$ cat src/rtl/uart_tx_queue_if.sv
// uart_tx_queue_if: host write port and transmitter launch handshake for uart_tx_queue.
//   master : host/transmitter side (drives wr_en, wr_data, txdone)
//   slave  : queue side (drives full, empty, level, start, txin, busy[, overflow])
// Optional: UART_TXQ_OVF_EN adds the sticky overflow flag.
interface uart_tx_queue_if #(
  parameter int unsigned DEPTH  = 16,
  parameter int unsigned DATA_W = 8
);
  localparam int unsigned LW = $clog2(DEPTH) + 1;

  logic              wr_en;
  logic [DATA_W-1:0] wr_data;
  logic              full;
  logic              empty;
  logic [LW-1:0]     level;
  logic              start;
  logic [DATA_W-1:0] txin;
  logic              txdone;
  logic              busy;
`ifdef UART_TXQ_OVF_EN
  logic              overflow;

  modport master (
    output wr_en, wr_data, txdone,
    input  full, empty, level, start, txin, busy, overflow
  );

  modport slave (
    input  wr_en, wr_data, txdone,
    output full, empty, level, start, txin, busy, overflow
  );
`else
  modport master (
    output wr_en, wr_data, txdone,
    input  full, empty, level, start, txin, busy
  );

  modport slave (
    input  wr_en, wr_data, txdone,
    output full, empty, level, start, txin, busy
  );
`endif
endinterface

$ cat src/rtl/uart_tx_queue.sv
// uart_tx_queue: byte FIFO plus launch FSM feeding a UART transmitter. Each queued byte is
// presented on txin with a one-cycle start pulse; the next byte waits for txdone.
// Ports:
//   clk    : clock shared with the transmitter
//   rst_n  : asynchronous active-low reset, empties the queue and returns the FSM to idle
//   bus    : uart_tx_queue_if.slave (wr_en/wr_data in, full/empty/level out,
//            start/txin out, txdone in, busy out, overflow out when enabled)
// Optional: define UART_TXQ_OVF_EN for the sticky overflow flag on dropped writes.
module uart_tx_queue #(
  parameter int unsigned DEPTH  = 16,
  parameter int unsigned DATA_W = 8
) (
  input  logic           clk,
  input  logic           rst_n,
  uart_tx_queue_if.slave bus
);

  localparam int unsigned AW = $clog2(DEPTH);
  localparam int unsigned PW = AW + 1;

  typedef enum logic [0:0] {StIdle, StWait} state_e;

  state_e            state_q, state_d;
  logic [PW-1:0]     wr_ptr_q, rd_ptr_q;
  logic [DATA_W-1:0] mem_q [DEPTH];
  logic [DATA_W-1:0] txin_q, txin_d;
  logic              start_q, start_d;
  logic              full, empty, push, pop;

  // Extra pointer MSB distinguishes full from empty without a wasted entry.
  assign empty = (wr_ptr_q == rd_ptr_q);
  assign full  = (wr_ptr_q[AW] != rd_ptr_q[AW]) &&
                 (wr_ptr_q[AW-1:0] == rd_ptr_q[AW-1:0]);
  // full is taken from registered pointers, so a same-cycle pop never admits the write.
  assign push  = bus.wr_en && !full;

  always_comb begin
    state_d = state_q;
    start_d = 1'b0;
    txin_d  = txin_q;
    pop     = 1'b0;
    unique case (state_q)
      StIdle: begin
        if (!empty) begin
          pop     = 1'b1;
          start_d = 1'b1;
          txin_d  = mem_q[rd_ptr_q[AW-1:0]];
          state_d = StWait;
        end
      end
      StWait: begin
        if (bus.txdone) state_d = StIdle;
      end
      default: state_d = StIdle;
    endcase
  end

  always_ff @(posedge clk or negedge rst_n) begin
    if (!rst_n) begin
      state_q  <= StIdle;
      start_q  <= 1'b0;
      txin_q   <= '0;
      wr_ptr_q <= '0;
      rd_ptr_q <= '0;
    end else begin
      state_q <= state_d;
      start_q <= start_d;
      txin_q  <= txin_d;
      if (push) wr_ptr_q <= wr_ptr_q + PW'(1);
      if (pop)  rd_ptr_q <= rd_ptr_q + PW'(1);
    end
  end

  // Storage needs no reset: entries are only read after being written.
  always_ff @(posedge clk) begin
    if (push) mem_q[wr_ptr_q[AW-1:0]] <= bus.wr_data;
  end

  assign bus.full  = full;
  assign bus.empty = empty;
  assign bus.level = wr_ptr_q - rd_ptr_q;
  assign bus.start = start_q;
  assign bus.txin  = txin_q;
  assign bus.busy  = (state_q == StWait);

`ifdef UART_TXQ_OVF_EN
  logic ovf_q;

  always_ff @(posedge clk or negedge rst_n) begin
    if (!rst_n) begin
      ovf_q <= 1'b0;
    end else if (bus.wr_en && full) begin
      ovf_q <= 1'b1;
    end
  end

  assign bus.overflow = ovf_q;
`endif

endmodule
$ cat src/flat_wrapper.sv
// flat-port wrapper written by rule: the top's interface ports become plain ports
module uart_tx_queue_flat 
#(
  parameter int unsigned DEPTH  = 16,
  parameter int unsigned DATA_W = 8
)
  (clk, rst_n, bus_wr_en, bus_wr_data, bus_txdone, bus_full, bus_empty, bus_level, bus_start, bus_txin, bus_busy);
  uart_tx_queue_if #(.DEPTH(DEPTH), .DATA_W(DATA_W)) bus_i ();
  input  logic clk;
  input  logic rst_n;
  input wire logic [$bits(bus_i.wr_en)-1:0] bus_wr_en;
  input wire logic [$bits(bus_i.wr_data)-1:0] bus_wr_data;
  input wire logic [$bits(bus_i.txdone)-1:0] bus_txdone;
  output wire logic [$bits(bus_i.full)-1:0] bus_full;
  output wire logic [$bits(bus_i.empty)-1:0] bus_empty;
  output wire logic [$bits(bus_i.level)-1:0] bus_level;
  output wire logic [$bits(bus_i.start)-1:0] bus_start;
  output wire logic [$bits(bus_i.txin)-1:0] bus_txin;
  output wire logic [$bits(bus_i.busy)-1:0] bus_busy;
  assign bus_i.wr_en = bus_wr_en;
  assign bus_i.wr_data = bus_wr_data;
  assign bus_i.txdone = bus_txdone;
  assign bus_full = bus_i.full;
  assign bus_empty = bus_i.empty;
  assign bus_level = bus_i.level;
  assign bus_start = bus_i.start;
  assign bus_txin = bus_i.txin;
  assign bus_busy = bus_i.busy;
  uart_tx_queue #(.DEPTH(DEPTH), .DATA_W(DATA_W)) u_core (.clk(clk), .rst_n(rst_n), .bus(bus_i));
endmodule
$ cat config.mk
export PLATFORM = sky130hd
export DESIGN_NAME = uart_tx_queue_flat
export DESIGN_NICKNAME = d
export VERILOG_FILES = /design/src/rtl/uart_tx_queue_if.sv /design/src/rtl/uart_tx_queue.sv /design/src/flat_wrapper.sv
export SDC_FILE = /design/constraint.sdc
export NUM_CORES = 1
export LEC_CHECK = 0
export CAP_MARGIN = 10
export CELL_PAD_IN_SITES_DETAIL_PLACEMENT = 1
export CELL_PAD_IN_SITES_GLOBAL_PLACEMENT = 2
export CORE_ASPECT_RATIO = 0.7
export CORE_MARGIN = 2
export CORE_UTILIZATION = 41
export CTS_CLUSTER_SIZE = 12
export DETAILED_ROUTE_END_ITERATION = 8
export PLACE_DENSITY_LB_ADDON = 0.1
export SLEW_MARGIN = 20
export SYNTH_ARGS = -nofsm -noshare
export SYNTH_HDL_FRONTEND = slang
export SYNTH_SLANG_ARGS = --single-unit
export TNS_END_PERCENT = 1
$ cat constraint.sdc
create_clock -name clk -period 2.6 [get_ports clk]
set_input_delay 0.26 -clock clk [delete_from_list [all_inputs] [get_ports clk]]
set_output_delay 0.26 -clock clk [all_outputs]
set_load 0.05 [all_outputs]
==> results.md <==
* GR Overflow Total at 0
* Cts-stage hold buffer count at 0
* Startpoint Class: flop
* Reg2Reg Setup Slack at 260 ps
* First-pass GRT wire length at 21.1 mm
* Vias in the first global route at 3500
* Footprint of the multi-input gates at 0.00151 mm^2
* Worst Clk Skew at 8.56 ps
* Comb pwr share at 0.419
* CORE AREA at 0.0141 mm^2
* Final hold viol count at 0
* Hold crit path type: input pin to async pin
* Clk_lat worst skew at 420 ps
* Syn Nets at 362
* Final Util at 0.513
* Register area at 0.00435 mm^2
* Root Buffer: clkbuf_16
* Commonest cells after routing, fill and taps aside: 128 x edfxtp_1, 33 x mux2i_1, 22 x nor2_1, 22 x clkdlybuf4s50_1
* RSZ-0062 raised after global routing: false
* Initial Util at 0.425
* Routed len/inst at 23.1 um
* Critical Path RT at 2340 ps
* Post-DP HPWL at 8.96 mm
* Setup crit end: bus_level[4]
* Worst slew pin tran at 942 ps
* EDFF count, synth at 128
* Synth Instances at 340
* Crit Path Max Fanout at 4
* Die Y at 105 um
* DP Cell Count at 559
* Ys async rst share at 0.135
* CTS tree: done
* Post-synthesis sequential area ratio at 0.724
* Sw Share at 0.360
* Sequential power share at 0.321
* Distinct cells, synth at 38
* Number of vias per cell at 5.37
* Status: finished, final reports clean
* Leakage at 2.52 nW
* R2r startpoint: u_core.rd_ptr_q[0]
* Final Cycle Share at 0.959
* Total GRT Usage at 0.189
* H-tree depth at 4
* Nets at 411
* Area of the die at 0.0156 mm^2
* Yosys warning count at 0
* # setup viols final at 0
* Final wirelength at 13.7 mm
* Largest net degree at the start of global routing at 51
* Worst setup EP type: output port
* Number of diodes at 0
* Top FF cell, synth: edfxtp_1
* Fraction of final layout cells sized beyond drive strength 1 at 0.197
* Port Buf Inserts at 28
* First DRT Iteration DRCs at 246
* Critical path origin: u_core.wr_ptr_q[0]
* Period minus WS final at 2490 ps
* Clk network pwr share at 0.260
* Internal at 6.20 mW
* Synth Cell Area at 0.00600 mm^2
* Clock sinks at 148
* Via count at 3180
* Initial antenna violation count at 0
* Non-Filler Instances at 592
* Switching power at 3.49 mW
* Power density over cell area at 1340 mW/mm^2
* Layout area overhead at 20.6%
* Slew HR at 0.372
* Layout fillers at 1295
* Routed Antenna Nets at 0
* Max-Cap Viols at 0
* Routability congestion estimate at 0.755
* Worst VDD drop at 0.000665 V
* Site row count at 36
* DRT Pass-1 Iters at 4
* Synth Area per Inst at 17.6 um^2
* WP data arrival at 2230 ps
* CTS Buf Count at 17
* I/O Pins at 29
* R2r worst-path depth at 5
* Max Slew Vio Count at 0
* Longest Clk Path Bufs at 2
* Most common cell after layout, fill and taps aside: edfxtp_1
* DR DRC count at 0
* F_max at 401 MHz
* Clk slew on worst S/H paths at 60 ps
* Reg-to-reg critical path endpoint: u_core.mem_q[11][1]
* Kind of critical path: flop to output port
* Seq cells post-synth at 148
* Die W at 149 um
[routing by layer]
layer,up-vias,GRT usage,wire length [um]
li1,1435,-,-
met1,1653,0.262,6400
met2,74,0.297,6370
met3,18,0.0459,697
met4,0,0.0619,194
met5,-,0,0
[worst min path at each step]
stage	startpoint	end	slack [ps]	cells after the start
floorplan	rst_n	u_core.bus.busy	-40	0
global placement	u_core.bus.busy	u_core.bus.busy	510	1
detailed placement	u_core.rd_ptr_q[4]	u_core.rd_ptr_q[4]	520	1
CTS	rst_n	u_core.bus.busy	230	1
global route	rst_n	u_core.bus.busy	240	1
finish	rst_n	u_core.bus.busy	210	1
[worst max-delay path, stage by stage, from the launching register on]
cell and delay, ps:
dfrtp_1 400, inv_2 110, ha_1 150, inv_1 60, fa_2 350, a21o_1 190, a21oi_2 150, xnor2_1 120
bufbuf_16 290
[flip-flops by register name, summed over array words and instances, names as in the netlist]
signal and cells:
u_core.bus.busy 1, u_core.wr_ptr_q 5, u_core.bus.start 1, u_core.bus.txin 8
u_core.mem_q 128, u_core.rd_ptr_q 5
[final cells by class]
| class | count | area share |
|---|---|---|
| tap | 190 | 0.0329 |
| multi-input combinational | 164 | 0.209 |
| sequential | 148 | 0.601 |
| timing repair buffer | 46 | 0.0675 |
| inverter | 12 | 0.00623 |
| clock inverter | 14 | 0.0240 |
| clock buffer | 18 | 0.0593 |
[power by group through the flow]
stage                     Combinational [mW]  Clock (mW)  Sequential [mW]
after global routing                    4.33        2.65             3.15
after floorplan                         2.31           0             3.39
final                                   4.06        2.52             3.11
after detailed placement                3.95           0             3.17
after global placement                  3.93           0             3.16
after CTS                               3.99        2.56             3.12
[cell families after synthesis]
family          share of synthesized area
compound gates                     0.0451
xor+xnor                           0.0188
fa+ha+maj                          0.0221
buf+inv                            0.0288
flops                               0.724
mux                                 0.116
simple gates                       0.0444
[what timing repair did]
action                                  in CTS  in global routing
gates resized for setup                      2                  3
endpoints found under the setup margin       1                  1
endpoints found under the hold margin        0                  0
buffers inserted                             0                  1
pin swaps                                    0                  1
[cells in the mapped netlist (all sizes together), types with 3 or more instances]
cell type / number / share of area
and2: 5 / 0.0052
inv: 12 / 0.0075
ha: 9 / 0.019
and3: 4 / 0.0042
nor2: 22 / 0.014
mux4: 16 / 0.061
a21oi: 3 / 0.0031
xnor2: 10 / 0.016
buf: 14 / 0.020
o21ai: 3 / 0.0031
nand2: 4 / 0.0025
dfrtp: 20 / 0.083
mux2i: 33 / 0.055
nand4: 5 / 0.0052
a31oi: 8 / 0.0083
a22oi: 8 / 0.010
edfxtp: 128 / 0.64
nor4: 4 / 0.0042
o22ai: 16 / 0.017
[per-stage QoR]
| stage | area, um^2 | setup TNS, ps | power [mW] | setup slack [ps] | hold WS [ps] |
|---|---|---|---|---|---|
| after global placement | 6600 | 0 | 7.08 | 321 | 510 |
| after CTS | 7210 | 0 | 9.67 | 7.42 | 226 |
| final | 7230 | 0 | 9.69 | 107 | 210 |
| after floorplan | 6000 | -3370 | 5.70 | -105 | -35.6 |
| after detailed placement | 6600 | 0 | 7.11 | 214 | 517 |
| after global routing | 7230 | 0 | 10.1 | 9.04 | 244 |
(Power assumes the default switching activity.)
